**src/rtl/cmd_proc_q.sv**
```systemverilog
// Queued robot command processor: buffers route commands in a FIFO and consumes them two bits per
// line split, driving motor enable and the open-loop steering error with resumable bump handling.
module cmd_proc_q #(
   parameter int unsigned CMD_W    = 16,
   parameter int unsigned DEPTH    = 4,
   parameter logic [15:0] VEER_MAG = 16'h340,
   parameter logic [15:0] REV1_MAG = 16'h1E0,
   parameter logic [15:0] REV2_MAG = 16'h380,
   parameter logic [25:0] REV1_CYC = 26'd1441792,
   parameter logic [25:0] REV2_CYC = 26'd65011712,
   parameter logic [25:0] DBNC_CYC = 26'd4194304,
   parameter int unsigned BUZZ_BIT = 14
) (
   input  logic                     clk,
   input  logic                     rst_n,
   input  logic [CMD_W-1:0]         cmd,
   input  logic                     cmd_rdy,
   output logic                     clr_cmd_rdy,
   input  logic                     line_present,
   input  logic                     BMPL_n,
   input  logic                     BMPR_n,
   output logic                     go,
   output logic [15:0]              err_opn_lp,
   output logic                     buzz,
   output logic [$clog2(DEPTH):0]   q_cnt,
   output logic                     done
);

   localparam int unsigned PW = $clog2(DEPTH);
   localparam int unsigned CW = PW + 1;
   localparam logic [15:0] VEER_NEG = ~VEER_MAG + 16'd1;
   localparam logic [15:0] REV1_NEG = ~REV1_MAG + 16'd1;
   localparam logic [15:0] REV2_NEG = ~REV2_MAG + 16'd1;

   typedef enum logic [2:0] {
      StIdle, StFollow, StVeer, StRev1, StRev2, StReacq, StDbnc, StBump
   } state_e;

   state_e             state_q, state_d, ret_q, ret_d;
   logic [CMD_W-1:0]   shift_q, shift_d;
   logic               lvr_q, lvr_d;
   logic [25:0]        timer_q, timer_d, dbnc_q, dbnc_d;
   logic [BUZZ_BIT:0]  buzz_q, buzz_d;
   logic               done_q, done_d;
   logic [CMD_W-1:0]   mem_q [DEPTH];
   logic [PW-1:0]      wr_q, rd_q;
   logic [CW-1:0]      cnt_q;
   logic               push, pop, bumped, released;
   logic [1:0]         field;
   logic [25:0]        timer_inc;

   assign push        = cmd_rdy && (cnt_q < CW'(DEPTH));
   assign clr_cmd_rdy = push;
   assign field       = shift_q[1:0];
   assign bumped      = !BMPL_n || !BMPR_n;
   assign released    = BMPL_n && BMPR_n;
   assign timer_inc   = (timer_q == '1) ? timer_q : timer_q + 26'd1;

   always_comb begin
      state_d = state_q;
      ret_d   = ret_q;
      shift_d = shift_q;
      lvr_d   = lvr_q;
      timer_d = timer_q;
      dbnc_d  = '0;
      buzz_d  = '0;
      done_d  = 1'b0;
      pop     = 1'b0;
      unique case (state_q)
         StIdle: begin
            if (cnt_q != '0 && line_present) begin
               pop     = 1'b1;
               shift_d = mem_q[rd_q];
               state_d = StFollow;
            end
         end
         StDbnc: begin
            buzz_d = buzz_q + 1'b1;
            if (dbnc_q == DBNC_CYC - 26'd1) begin
               if (released) begin
                  state_d = ret_q;
                  buzz_d  = '0;
               end else begin
                  state_d = StBump;
               end
            end else begin
               dbnc_d = dbnc_q + 26'd1;
            end
         end
         StBump: begin
            buzz_d = buzz_q + 1'b1;
            if (released) begin
               state_d = ret_q;
               buzz_d  = '0;
            end
         end
         default: begin
            // Bump pre-empts everything; the phase timer simply holds while away.
            if (bumped) begin
               ret_d   = state_q;
               state_d = StDbnc;
            end else begin
               case (state_q)
                  StFollow: begin
                     if (!line_present) begin
                        case (field)
                           2'b00: begin
                              if (cnt_q != '0) begin
                                 pop     = 1'b1;
                                 shift_d = mem_q[rd_q];
                              end else begin
                                 state_d = StIdle;
                                 done_d  = 1'b1;
                              end
                           end
                           2'b11: begin
                              state_d = StRev1;
                              timer_d = '0;
                           end
                           default: state_d = StVeer;
                        endcase
                     end
                  end
                  StVeer: begin
                     if (line_present) begin
                        lvr_d   = (field == 2'b01);
                        shift_d = shift_q >> 2;
                        state_d = StFollow;
                     end
                  end
                  StRev1: begin
                     if (timer_q == REV1_CYC - 26'd1) begin
                        state_d = StRev2;
                        timer_d = '0;
                     end else begin
                        timer_d = timer_inc;
                     end
                  end
                  StRev2: begin
                     if (timer_q == REV2_CYC - 26'd1) state_d = StReacq;
                     else timer_d = timer_inc;
                  end
                  StReacq: begin
                     if (line_present) begin
                        shift_d = shift_q >> 2;
                        state_d = StFollow;
                     end
                  end
                  default: ;
               endcase
            end
         end
      endcase
   end

   always_ff @(posedge clk or negedge rst_n) begin
      if (!rst_n) begin
         state_q <= StIdle;
         ret_q   <= StIdle;
         shift_q <= '0;
         lvr_q   <= 1'b0;
         timer_q <= '0;
         dbnc_q  <= '0;
         buzz_q  <= '0;
         done_q  <= 1'b0;
         wr_q    <= '0;
         rd_q    <= '0;
         cnt_q   <= '0;
      end else begin
         state_q <= state_d;
         ret_q   <= ret_d;
         shift_q <= shift_d;
         lvr_q   <= lvr_d;
         timer_q <= timer_d;
         dbnc_q  <= dbnc_d;
         buzz_q  <= buzz_d;
         done_q  <= done_d;
         if (push) wr_q <= wr_q + 1'b1;
         if (pop) rd_q <= rd_q + 1'b1;
         if (push && !pop) cnt_q <= cnt_q + 1'b1;
         else if (!push && pop) cnt_q <= cnt_q - 1'b1;
      end
   end

   always_ff @(posedge clk) begin
      if (push) mem_q[wr_q] <= cmd;
   end

   always_comb begin
      go         = 1'b0;
      err_opn_lp = '0;
      unique case (state_q)
         StFollow, StReacq: go = 1'b1;
         StVeer: begin
            go         = 1'b1;
            err_opn_lp = (field == 2'b01) ? VEER_MAG : VEER_NEG;
         end
         StRev1: begin
            go         = 1'b1;
            err_opn_lp = lvr_q ? REV1_MAG : REV1_NEG;
         end
         StRev2: begin
            go         = 1'b1;
            err_opn_lp = lvr_q ? REV2_NEG : REV2_MAG;
         end
         default: ;
      endcase
   end

   assign buzz  = buzz_q[BUZZ_BIT];
   assign q_cnt = cnt_q;
   assign done  = done_q;

endmodule
```
**config.mk**
```make
export PLATFORM = sky130hd
export DESIGN_NAME = cmd_proc_q
export DESIGN_NICKNAME = d
export VERILOG_FILES = /design/src/rtl/cmd_proc_q.sv
export SDC_FILE = /design/constraint.sdc
export NUM_CORES = 1
export LEC_CHECK = 0
export CAP_MARGIN = 20
export CORE_ASPECT_RATIO = 1.25
export CORE_MARGIN = 5
export CORE_UTILIZATION = 56
export CTS_BUF_LIST = sky130_fd_sc_hd__clkbuf_8
export CTS_CLUSTER_DIAMETER = 30
export DETAILED_ROUTE_END_ITERATION = 16
export PLACE_DENSITY = 0.79
export SKIP_LAST_GASP = 1
export SYNTH_ARGS = -nofsm -noshare
export SYNTH_HDL_FRONTEND = slang
export SYNTH_SLANG_ARGS = --single-unit
```
**constraint.sdc**
```tcl
create_clock -name clk -period 2.15 [get_ports clk]
set_input_delay 0.3225 -clock clk [delete_from_list [all_inputs] [get_ports clk]]
set_output_delay 0.3225 -clock clk [all_outputs]
set_load 0.05 [all_outputs]
```
After elaboration in Yosys (flattened, before gate mapping). Memory sizes are Yosys's and may differ from the RTL's. Index checks and enable logic that the tools add are counted.

Register bits: 98. Memory bits (writable): 64. Bits of input ports: 22. Output and inout bits: 23. Logic and storage cells: 132. Memories: 1.

Memory list: mem_q (words 4, bits a word 16, rd ports 1, clocked after memory_dff 0, wr ports 1, RTL line 45) `logic [CMD_W-1:0] mem_q [DEPTH];`.

Add/subtract/negate cells: 7. $lt $le $gt $ge: 1. Equality and inequality tests: 29. Multiplexer cells: 54. Bitwise operators: 3. Reduce and logical (&&, ||, !) cells: 26.

Operators with widths (count): two-way mux 26 bit (7); two-way mux 16 bit (9); case mux 26 bit (3 select lines) (1); case mux 16 bit (2 select lines) (2); adder 26 x 1 -> 26 bit, second input constant (2); equality test 26 bit, second input constant (2); case mux 16 bit (3 select lines) (1); two-way mux 3 bit (12); two-way mux 15 bit (2); case mux 15 bit (2 select lines) (1); equality test 26 x 21 -> 1 bit, second input constant (1); equality test 26 x 22 -> 1 bit, second input constant (1); != test 6 x 3 -> 1 bit, second input constant (3); adder 15 x 1 -> 15 bit, second input constant (1); two-way mux 1 bit (15); equality test 3 bit, second input constant (4); case mux 3 bit (4 select lines) (1); != test 2 bit, second input constant (5); case mux 3 bit (3 select lines) (1); AND reduction 9 bit (1); nonzero test 3 bit (3); AND reduction 8 bit (1); nonzero test 8 bit (1); != test 7 bit, second input constant (1); 27 further kinds (42).

Depth between registers and ports, before layout.
Depth after elaboration: 10. Depth in mapped cells: 12. Depth with buffers taken out: 11.

Least setup slack after synthesis. OpenSTA, ideal clock, no wires.

Kind: flip-flop to flip-flop. From: register cnt_q[2], in the netlist q_cnt[2]. To: register cnt_q[2], in the netlist q_cnt[2]. Library setup time: 82 ps. Arrival: 2437 ps. Data required time: 2068 ps. Slack: -368 ps. Cell stages (with the launch flop): 9. Buffers on the path: 1. Period minus slack after synthesis: 2518 ps. Path through: dfrtp_1 > nor2b_1 > clkbuf_1 > ha_1 > inv_1 > fa_1 > xor2_1 > nor2_1 > xor2_1.

Elaborated cells on any way between the ends: 20. Classes of those cells: add/sub: 2; order compare: 1; mux: 9; reduce/logical: 8.

RTL lines: from (decl) (RTL line 47) `logic [CW-1:0] cnt_q;`; from (signal assigned) (RTL line 180) `if (push && !pop) cnt_q <= cnt_q + 1'b1;`; from (signal assigned) (RTL line 181) `else if (!push && pop) cnt_q <= cnt_q - 1'b1;`; < comparator 3 bit (*) (RTL line 52) `assign push = cmd_rdy && (cnt_q < CW'(DEPTH));`; logical AND 1 bit (*) (RTL line 52); named net clr_cmd_rdy (RTL line 18) `output logic clr_cmd_rdy,`; zero test 1 bit (RTL line 181); logical AND 1 bit (RTL line 181); nonzero test 2 bit (no line).

The timed path passes the listed nets; every way through them passes the cells marked *. The select of a mux whose other input is x is not followed. A chain may end at the register's enable or synchronous reset.

Worst setup path after layout.
From: register timer_q[1]. To: register timer_q[16].

Cells in the longest elaborated chain, start to end: 4. Elaborated cells on any way between the ends: 10. Classes of those cells: add/sub: 1; eq/ne: 4; mux: 4; reduce/logical: 1.

RTL lines: from (decl) (RTL line 42) `logic [25:0] timer_q, timer_d, dbnc_q, dbnc_d;`; from (signal assigned) (RTL line 174) `timer_q <= timer_d;`; adder 26 x 1 -> 26 bit or equality test 26 bit (tied branches) (RTL line 57) `assign timer_inc = (timer_q == '1) ? timer_q : timer_q + 26'd1;`; two-way mux 26 bit (RTL line 57); two-way mux 26 bit, on equally long branches (RTL line 140, 132); case mux 26 bit (3 select lines) (RTL line 103) `case (state_q)`.

Several ways; a longest one is shown, not always the timed one. The select of a mux whose other input is x is not followed.

==> out/qor.yml <==
hold-worst-slack_ps: 346.4
tightest_slew_ps: 509.9
cts_tree: "done"
netlist_instances: 640
total_power_uw: 10270
pwr-share-comb_pct: 38.9
pwr-share-seq_pct: 39.4
via_count: 5630
core_um2: 13690
cp.required_ps: 2540
critical_path.max_fanout: 6
antenna_found_initial: 0
max_freq_ghz: 0.4118
arrival_ps: 2820
die_x_um: 115.3
ios: 45
rsz0062_at_grt: "yes"
gp_congestion: 0.8417
wirelength_um: 17310
crit_type: "flop to flop"
start_util_pct: 56.66
slew_violations: 0
grt_max_degree: 55
routedWlPerCell_um: 18.05
grt_use_total_pct: 22.00
n_antenna_cell: 0
power_frac_clock_pct: 21.7
dp_slack_ps: -519.6
clk_latency_ps: 460
synth_ff_type: "dfrtp_1"
finalSetupViolations: 35
cpMaxStageDelayCell: "or4_4"
yosys_warnings: 0
path_buf_inv: 1
fin_skew_ps: 12.97
path_cells: "ha_2 -> nand4_1 -> or3_4 -> or4_4 -> buf_4 -> o21a_4 -> a21boi_0 -> o21a_1"
powerDensity_nw_per_um2: 1036
worst_slack_ps: -278.3
grt_pass1_vias: 5964
p_int_uw: 6614
synth-seq-cells: 162
firstDrtPassIters: 5
grt_overflow_total: 0
cp-end-kind: "flop"
yosysSeqAreaShare_pct: 56.38
nets: 802
clockRootBuffer: "clkbuf_8"
synth_edf_count: 64
syn_area_per_cell_um2: 12.12
tns_ps: -6129
hold_violations: 0
most-common-layout-cells: "93 x dfrtp_1, 83 x buf_4, 64 x edfxtp_1"
vias_per_cell: 5.871
outcome: "complete, but fails checks"
timing.final.crit_share_pct: 112.9
max_stage_delay_ps: 450
drc_errors: 0
design_area_um2: 9912
clk_pin_slew_worst_paths_ps: 100
drv_cap: 0
grt_pass1_wl_um: 28350
peakVddDrop_v: 0.0007349
die_area_um2: 16320
violations: "setup timing"
drt.antenna.violating_nets: 0
syn2layout_area_growth_pct: 27.75
cts_max_level: 4
hold_path_class: "primary input to async pin"
maxSlewHeadroom_pct: 65.95
hpwl_um: 11550
rows: 48
fp.dieH_um: 141.6
syn-cell-area_um2: 7759
fin_crit_ps: 2428
placed_area_um2: 9037
clock_path_buffers: 2
p_sw_uw: 3652
clock-sinks: 162
port_buffers: 39
yosysUniqueCellTypes: 67
crit_family: "simple AND/OR/NAND/NOR gates"
start_kind: "flop"
drt_iter0_drc: 299
numCtsBuffers: 17
leakage_uw: 0.004017
swShare_pct: 35.58
layout_commonest_cell: "dfrtp_1"
drive_gt1_share_pct: 33.67
synthArstFlopShare_pct: 60.49
## cell usage after synthesis, drive strengths merged, types with 11 or more instances
cell type	number	area share [%]
and3	19	1.5
edfxtp	64	25
or4	11	1.2
dfrtp	98	32
o21ai	23	1.5
mux4	16	4.6
xnor2	20	2.3
nand4	13	1.1
nand2	41	2.0
clkbuf	11	0.53
xor2	24	2.7
inv	14	0.68
nand3	26	1.7
nor2	65	3.2
buf	25	2.3
or3	12	1.0
a21oi	30	2.3
mux2	30	4.4
## power groups by stage
stage	sequential [µW]	clock (µW)	combinational (µW)
2_1_floorplan	4130	0	2160
3_3_place_gp	4040	0	3410
3_5_place_dp	4080	0	3570
4_1_cts	4040	2290	3780
5_1_grt	4110	2440	4280
6_report	4050	2230	3990
## layer usage
metal | vias to the layer above | global-route usage [%] | share of wire [%]
met4 | 0 | 8.035 | 2.3
met2 | 150 | 40.73 | 57
li1 | 2603 | - | -
met3 | 37 | 4.224 | 3.9
met1 | 2840 | 24.83 | 37
met5 | - | 0 | 0
## sequential cells by signal, indices dropped and copies added (netlist names), 3 cells and up
signal,count
dbnc_q,26
mem_q,64
state_q,3
q_cnt,3
shift_q,16
timer_q,26
ret_q,3
buzz_q,15
## kinds of logic (layout without fill, tap and decap cells)
logic type	count (synthesis)	in the layout	share of synthesized area, %
AOI/OAI and AO/OA	90	90	7.951
xor gates and xnor gates	44	44	4.967
adders and majority gates	9	9	1.548
buffers and inverters	50	190	3.532
DFF	162	162	56.38
muxes	49	49	9.386
other	1	5	0.04833
and+or+nand+nor	235	235	16.19
## repair_timing
action	4_1_cts	5_1_grt
resized for setup	29	29
pin swaps	15	10
setup endpoints to repair	41	42
cloned	0	2
endpoints found under the hold margin	29	0
hold buffers	1	0
buffers inserted	12	11
## stage by stage
stage                     util (%)  instances
after floorplan                  -        644
after global placement       66.00        902
after detailed placement     66.00        902
after CTS                    70.68        947
after global routing         72.39        959
final                        72.39        959
## worst paths after layout
path / startpoint / endpoint / slack [ps] / depth (start not counted)
worst max register to register: timer_q[1]$_DFFE_PN0P_ / timer_q[16]$_DFFE_PN0P_ / -280 / 8
worst min register to register: buzz_q[0]$_DFF_PN0_ / buzz_q[0]$_DFF_PN0_ / 500 / 1
worst min-delay path: rst_n / shift_q[15]$_DFFE_PN0P_ / 350 / 2
worst max-delay path: timer_q[1]$_DFFE_PN0P_ / timer_q[16]$_DFFE_PN0P_ / -280 / 8
min in group clk: cmd[14] / mem_q[1][14]$_DFFE_PP_ / 480 / 1
max in group asynchronous: rst_n / buzz_q[0]$_DFF_PN0_ / 1160 / 3
## worst reg2reg max path, stage by stage, from the launching register on
cell	delay, ps
dfrtp_1	370
ha_2	180
nand4_1	170
or3_4	400
or4_4	450
buf_4	160
o21a_4	220
a21boi_0	230
o21a_1	190
## layout make-up
type	instances	area, µm²
Clock inverter	15	182.7
Inverter	14	52.55
Fill cell	849	3781
Multi-Input combinational cell	432	3377
Timing Repair Buffer	144	1466
Tap cell	175	219.0
Sequential cell	162	4380
Clock buffer	17	234.0
Note: power is estimated with default switching activity, not from simulation.
